File: src/rtl/serial_complement.sv
// Bit-serial one's/two's complementer: consumes an operand LSB first and
// streams the complemented bits out one cycle later, assembling the full word.
module serial_complement #(
   parameter int WIDTH = 8,
   parameter int CNT_W = 5
) (
   input  logic             clk,
   input  logic             rst,
   input  logic             start,
   input  logic             mode,
   input  logic             in_valid,
   input  logic             in_data,
   output logic             busy,
   output logic             out_valid,
   output logic             out_data,
   output logic [WIDTH-1:0] word_out,
   output logic             done,
   output logic             ovf,
   output logic             zero
);

   typedef enum logic [1:0] {
      ST_IDLE = 2'd0,
      ST_COPY = 2'd1,
      ST_INV  = 2'd2
   } state_t;

   localparam logic [CNT_W-1:0] LAST_IDX = CNT_W'(WIDTH - 1);
   localparam logic [CNT_W-1:0] CNT_ONE  = {{(CNT_W-1){1'b0}}, 1'b1};

   state_t           state_r;
   state_t           state_nxt_s;
   logic             mode_r;
   logic             mode_nxt_s;
   logic [CNT_W-1:0] cnt_r;
   logic [CNT_W-1:0] cnt_nxt_s;
   logic [WIDTH-1:0] shift_r;
   logic [WIDTH-1:0] shift_nxt_s;
   logic             zero_trk_r;
   logic             zero_trk_nxt_s;
   logic             res_bit_s;

   logic             busy_r;
   logic             out_valid_r;
   logic             out_valid_nxt_s;
   logic             out_data_r;
   logic             out_data_nxt_s;
   logic [WIDTH-1:0] word_out_r;
   logic [WIDTH-1:0] word_nxt_s;
   logic             done_r;
   logic             done_nxt_s;
   logic             ovf_r;
   logic             ovf_nxt_s;
   logic             zero_r;
   logic             zero_nxt_s;

   // Next-state and next-output logic for the complement FSM and datapath.
   always_comb begin
      state_nxt_s     = state_r;
      mode_nxt_s      = mode_r;
      cnt_nxt_s       = cnt_r;
      shift_nxt_s     = shift_r;
      zero_trk_nxt_s  = zero_trk_r;
      res_bit_s       = 1'b0;
      out_valid_nxt_s = 1'b0;
      out_data_nxt_s  = 1'b0;
      word_nxt_s      = word_out_r;
      done_nxt_s      = 1'b0;
      ovf_nxt_s       = 1'b0;
      zero_nxt_s      = 1'b0;

      case (state_r)
         ST_IDLE: begin
            if (start) begin
               mode_nxt_s     = mode;
               cnt_nxt_s      = {CNT_W{1'b0}};
               shift_nxt_s    = {WIDTH{1'b0}};
               zero_trk_nxt_s = 1'b1;
               state_nxt_s    = mode ? ST_COPY : ST_INV;
            end else begin
               state_nxt_s = ST_IDLE;
            end
         end
         ST_COPY, ST_INV: begin
            if (in_valid) begin
               res_bit_s       = (state_r == ST_COPY) ? in_data : ~in_data;
               out_valid_nxt_s = 1'b1;
               out_data_nxt_s  = res_bit_s;
               zero_trk_nxt_s  = zero_trk_r & ~in_data;
               // Loop-based write keeps the index width independent of CNT_W.
               for (int i = 0; i < WIDTH; i++) begin
                  if (cnt_r == CNT_W'(i)) begin
                     shift_nxt_s[i] = res_bit_s;
                  end else begin
                     shift_nxt_s[i] = shift_r[i];
                  end
               end
               if (cnt_r == LAST_IDX) begin
                  // Overflow: the only 1 sits in the MSB, so two's complement maps it onto itself.
                  state_nxt_s = ST_IDLE;
                  done_nxt_s  = 1'b1;
                  word_nxt_s  = shift_nxt_s;
                  zero_nxt_s  = zero_trk_r & ~in_data;
                  ovf_nxt_s   = mode_r & zero_trk_r & in_data;
               end else begin
                  cnt_nxt_s = cnt_r + CNT_ONE;
                  if ((state_r == ST_COPY) && in_data) begin
                     state_nxt_s = ST_INV;
                  end else begin
                     state_nxt_s = state_r;
                  end
               end
            end else begin
               state_nxt_s = state_r;
            end
         end
         default: begin
            state_nxt_s = ST_IDLE;
         end
      endcase
   end

   // FSM state register with synchronous active-low reset.
   always_ff @(posedge clk) begin
      if (!rst) begin
         state_r <= ST_IDLE;
      end else begin
         state_r <= state_nxt_s;
      end
   end

   // Datapath and registered output stage.
   always_ff @(posedge clk) begin
      if (!rst) begin
         mode_r      <= 1'b0;
         cnt_r       <= {CNT_W{1'b0}};
         shift_r     <= {WIDTH{1'b0}};
         zero_trk_r  <= 1'b0;
         busy_r      <= 1'b0;
         out_valid_r <= 1'b0;
         out_data_r  <= 1'b0;
         word_out_r  <= {WIDTH{1'b0}};
         done_r      <= 1'b0;
         ovf_r       <= 1'b0;
         zero_r      <= 1'b0;
      end else begin
         mode_r      <= mode_nxt_s;
         cnt_r       <= cnt_nxt_s;
         shift_r     <= shift_nxt_s;
         zero_trk_r  <= zero_trk_nxt_s;
         busy_r      <= (state_nxt_s != ST_IDLE);
         out_valid_r <= out_valid_nxt_s;
         out_data_r  <= out_data_nxt_s;
         word_out_r  <= word_nxt_s;
         done_r      <= done_nxt_s;
         ovf_r       <= ovf_nxt_s;
         zero_r      <= zero_nxt_s;
      end
   end

   assign busy      = busy_r;
   assign out_valid = out_valid_r;
   assign out_data  = out_data_r;
   assign word_out  = word_out_r;
   assign done      = done_r;
   assign ovf       = ovf_r;
   assign zero      = zero_r;

endmodule

File: config.mk
export PLATFORM = sky130hd
export DESIGN_NAME = serial_complement
export DESIGN_NICKNAME = d
export VERILOG_FILES = /design/src/rtl/serial_complement.sv
export SDC_FILE = /design/constraint.sdc
export NUM_CORES = 1
export LEC_CHECK = 0
export ABC_AREA = 1
export BUFFER_PORTS_ARGS = -buffer_cell sky130_fd_sc_hd__clkbuf_2
export CORE_MARGIN = 2
export CORE_UTILIZATION = 45
export DETAILED_ROUTE_END_ITERATION = 10
export GPL_ROUTABILITY_DRIVEN = 0
export PLACE_DENSITY = 0.64
export SYNTH_ARGS = -nofsm -noshare
export SYNTH_HDL_FRONTEND = slang
export SYNTH_SLANG_ARGS = --single-unit
File: constraint.sdc
create_clock -name clk -period 2.8 [get_ports clk]
set_input_delay 0.42 -clock clk [delete_from_list [all_inputs] [get_ports clk]]
set_output_delay 0.42 -clock clk [all_outputs]
set_load 0.02 [all_outputs]
==> impl_metrics.csv <==
group,metric,value,unit
die,start_util,0.471,
timing,finalCritPeriodShare,0.605,
die,ios,20,
yosys,synth_nets,222,
setup_path,reg2reg_from,"cnt_r[1]$_SDFFE_PN0P_",
routing,routedWlPerCell,10.8,um
die,fp.dieW,60.5,um
grt,grt.total_usage,0.182,
die,die_area,3670,um^2
routing,wl_met2,1250,um
die,die_h,60.5,um
finish,multi_input_area,716,um^2
finish,nFillCells,340,
finish,finalNetCount,244,
power,p_leak,0.740,nW
die,core_area,3050,um^2
clocking,cts_tree,"done",
yosys,yosys_warnings,0,
timing,finalClockSkew,0.0116,ns
timing,worstMarginPinSlew,0.449,ns
power,p_total,0.772,mW
timing,period_needed,1.69,ns
timing,finalMaxSlewViolations,0,
finish,syn_to_final_growth,13.4,%
clocking,cts_hold_buffers,0,
place,port_buffers,19,
clocking,cts.sinks,30,
timing,setup_violations,0,
timing,fin_tns_setup,0,ns
finish,design_area,1630,um^2
yosys,synthCells,208,
yosys,ys_seq_area_frac,0.417,
routing,drt_pass1_iterations,4,
job,maxCapViolCount,0,
hold_path,whs_path_depth,3,
setup_path,path_class,"flop to flop",
routing,drt_iter0_markers,45,
finish,drive_gt1_frac,0.165,
grt,antenna_found_initial,0,
grt,grt_remaining_overflow,0,
timing,slew_headroom,0.701,
clocking,cts.clk_slew.worst_paths,0.10,ns
timing,finalWorstSetupSlack,1.11,ns
routing,routed.top_layer,"met4",
yosys,synthesis.area,1440,um^2
grt,grt_pass1_vias,1119,
finish,antenna_cells,0,
routing,antenna_left,0,
setup_path,cp-end-kind,"flop",
place,dp_slack,1.13,ns
power,p_per_area,473,nW/um^2
setup_path,cp_data_required_time,3.02,ns
place,placed_area,1570,um^2
setup_path,startpoint_type,"flop",
clocking,cts_buffers,5,
timing,fmax,591,MHz
setup_path,reg2reg_to,"word_out[4]$_SDFFE_PN0P_",
setup_path,r2r_slack,1.11,ns
clocking,cts_setup_buffers,0,
clocking,worstSkewPairLatency,0.33,ns
grt,grt_max_degree,17,
finish,regArea,601,um^2
routing,drc_errors,0,
timing,final-hold-violation-count,0,
clocking,cts_max_level,2,
die,rows,20,
setup_path,cp_max_fo,7,
grt,grt_pass1_wl,4890,um
yosys,synth_cell_types,19,
setup_path,arrival,1.91,ns
yosys,ys_ff_latch,30,
status,status,"completed",
yosys,syn_avg_cell_area,6.92,um^2
routing,dr_total_vias,1300,
timing,rsz0062_at_grt,"false",
routing,met1_length,1550,um
clocking,cts_root_buffer,"clkbuf_4",
hold_path,hold_class,"input port to flop",
routing,met3WireLength,120,um
hold_path,min_to,"ovf$_SDFF_PN0_",
power,irDropWorstVdd,0.239,mV
setup_path,reg2reg_depth,6,
hold_path,min-delay-start,"in_data",
place,dpl.hpwl,2150,um
clocking,clockBufferDepth,2,
routing,via_per_inst,4.73,
routing,drt-total-wl,2970,um
finish,postLayoutCoreUtil,0.534,
clocking,cts_resized,0,
-- cell type report --
type / instances / area share
well taps: 44 / 0.0337
clock buffers: 7 / 0.0337
flip-flops and latches: 30 / 0.368
multi-input cells: 148 / 0.439
repair buffers: 21 / 0.0675
inverters: 24 / 0.0552
clock inverters: 1 / 0.00307
-- report_power, final --
group	switching, mW	leakage, nW	internal (mW)
registers	0.00434	0.243	0.434
clock network	0.143	0.0353	0.121
logic	0.0491	0.462	0.0199
total	0.197	0.740	0.575
-- layer usage --
layer,up-vias,track usage
li1,705,-
met2,26,0.273
met3,5,0.0576
met4,0,0.0652
met5,-,0
met1,564,0.248
-- kinds of logic after synthesis --
kind of cell	count (synthesis)	share of synthesized area
and+or+nand+nor	107	0.313
AOI/OAI and AO/OA	33	0.115
buffers and inverters	30	0.0852
DFF	30	0.417
adders and majority gates	8	0.0696
-- worst max-delay path by stage --
stage / start / endpoint / slack, ns
after CTS: state_r[0]$_SDFF_PN0_ / cnt_r[3]$_SDFFE_PN0P_ / 1.10
after global placement: cnt_r[1]$_SDFFE_PN0P_ / word_out[6]$_SDFFE_PN0P_ / 1.14
final: cnt_r[1]$_SDFFE_PN0P_ / word_out[4]$_SDFFE_PN0P_ / 1.11
after detailed placement: state_r[0]$_SDFF_PN0_ / cnt_r[4]$_SDFFE_PN0P_ / 1.13
after floorplan: state_r[0]$_SDFF_PN0_ / cnt_r[3]$_SDFFE_PN0P_ / 1.31
after global routing: state_r[0]$_SDFF_PN0_ / cnt_r[4]$_SDFFE_PN0P_ / 0.92
-- metrics by stage --
stage	hold WS (ns)	instances
5_1_grt	0.357	275
3_3_place_gp	0.453	267
6_report	0.355	275
3_5_place_dp	0.456	267
2_1_floorplan	0.438	208
4_1_cts	0.359	275
-- critical path: stages (launching register included) --
cell	delay (ns)
dfxtp_1	0.46
ha_1	0.26
inv_1	0.08
nor2_2	0.23
nand4_2	0.27
a21oi_1	0.22
nor2_1	0.06
-- sequential cells by signal, indices dropped and copies added (netlist names) --
register / cells
word_out: 8
shift_r: 7
cnt_r: 5
state_r: 2
busy: 1
done: 1
mode_r: 1
out_data: 1
out_valid: 1
ovf: 1
zero: 1
zero_trk_r: 1
-- cells in the mapped netlist --
cell type	number	share of area
clkbuf_1	2	0.0052
ha_1	8	0.070
nor3_1	1	0.0035
nand2_1	56	0.15
nand4_2	1	0.0087
inv_1	19	0.050
clkinv_1	1	0.0026
nand4_1	2	0.0087
o21ai_0	8	0.028
buf_4	2	0.010
buf_2	2	0.0070
nor2_2	3	0.013
nand2_2	2	0.0087
nor2_1	25	0.065
nand3_1	17	0.059
a21oi_1	24	0.083
inv_2	4	0.010
o21ai_1	1	0.0035
dfxtp_1	30	0.42
-- cells in the final DEF (no fill, tap or decap), drive strengths merged --
cell	n
dfxtp	30
nand3	17
nand4	3
nor3	1
ha	8
a21oi	24
inv	23
buf	2
clkbuf	26
o21ai	9
nor2	28
clkinv	2
nand2	58
(Power assumes the default switching activity.)
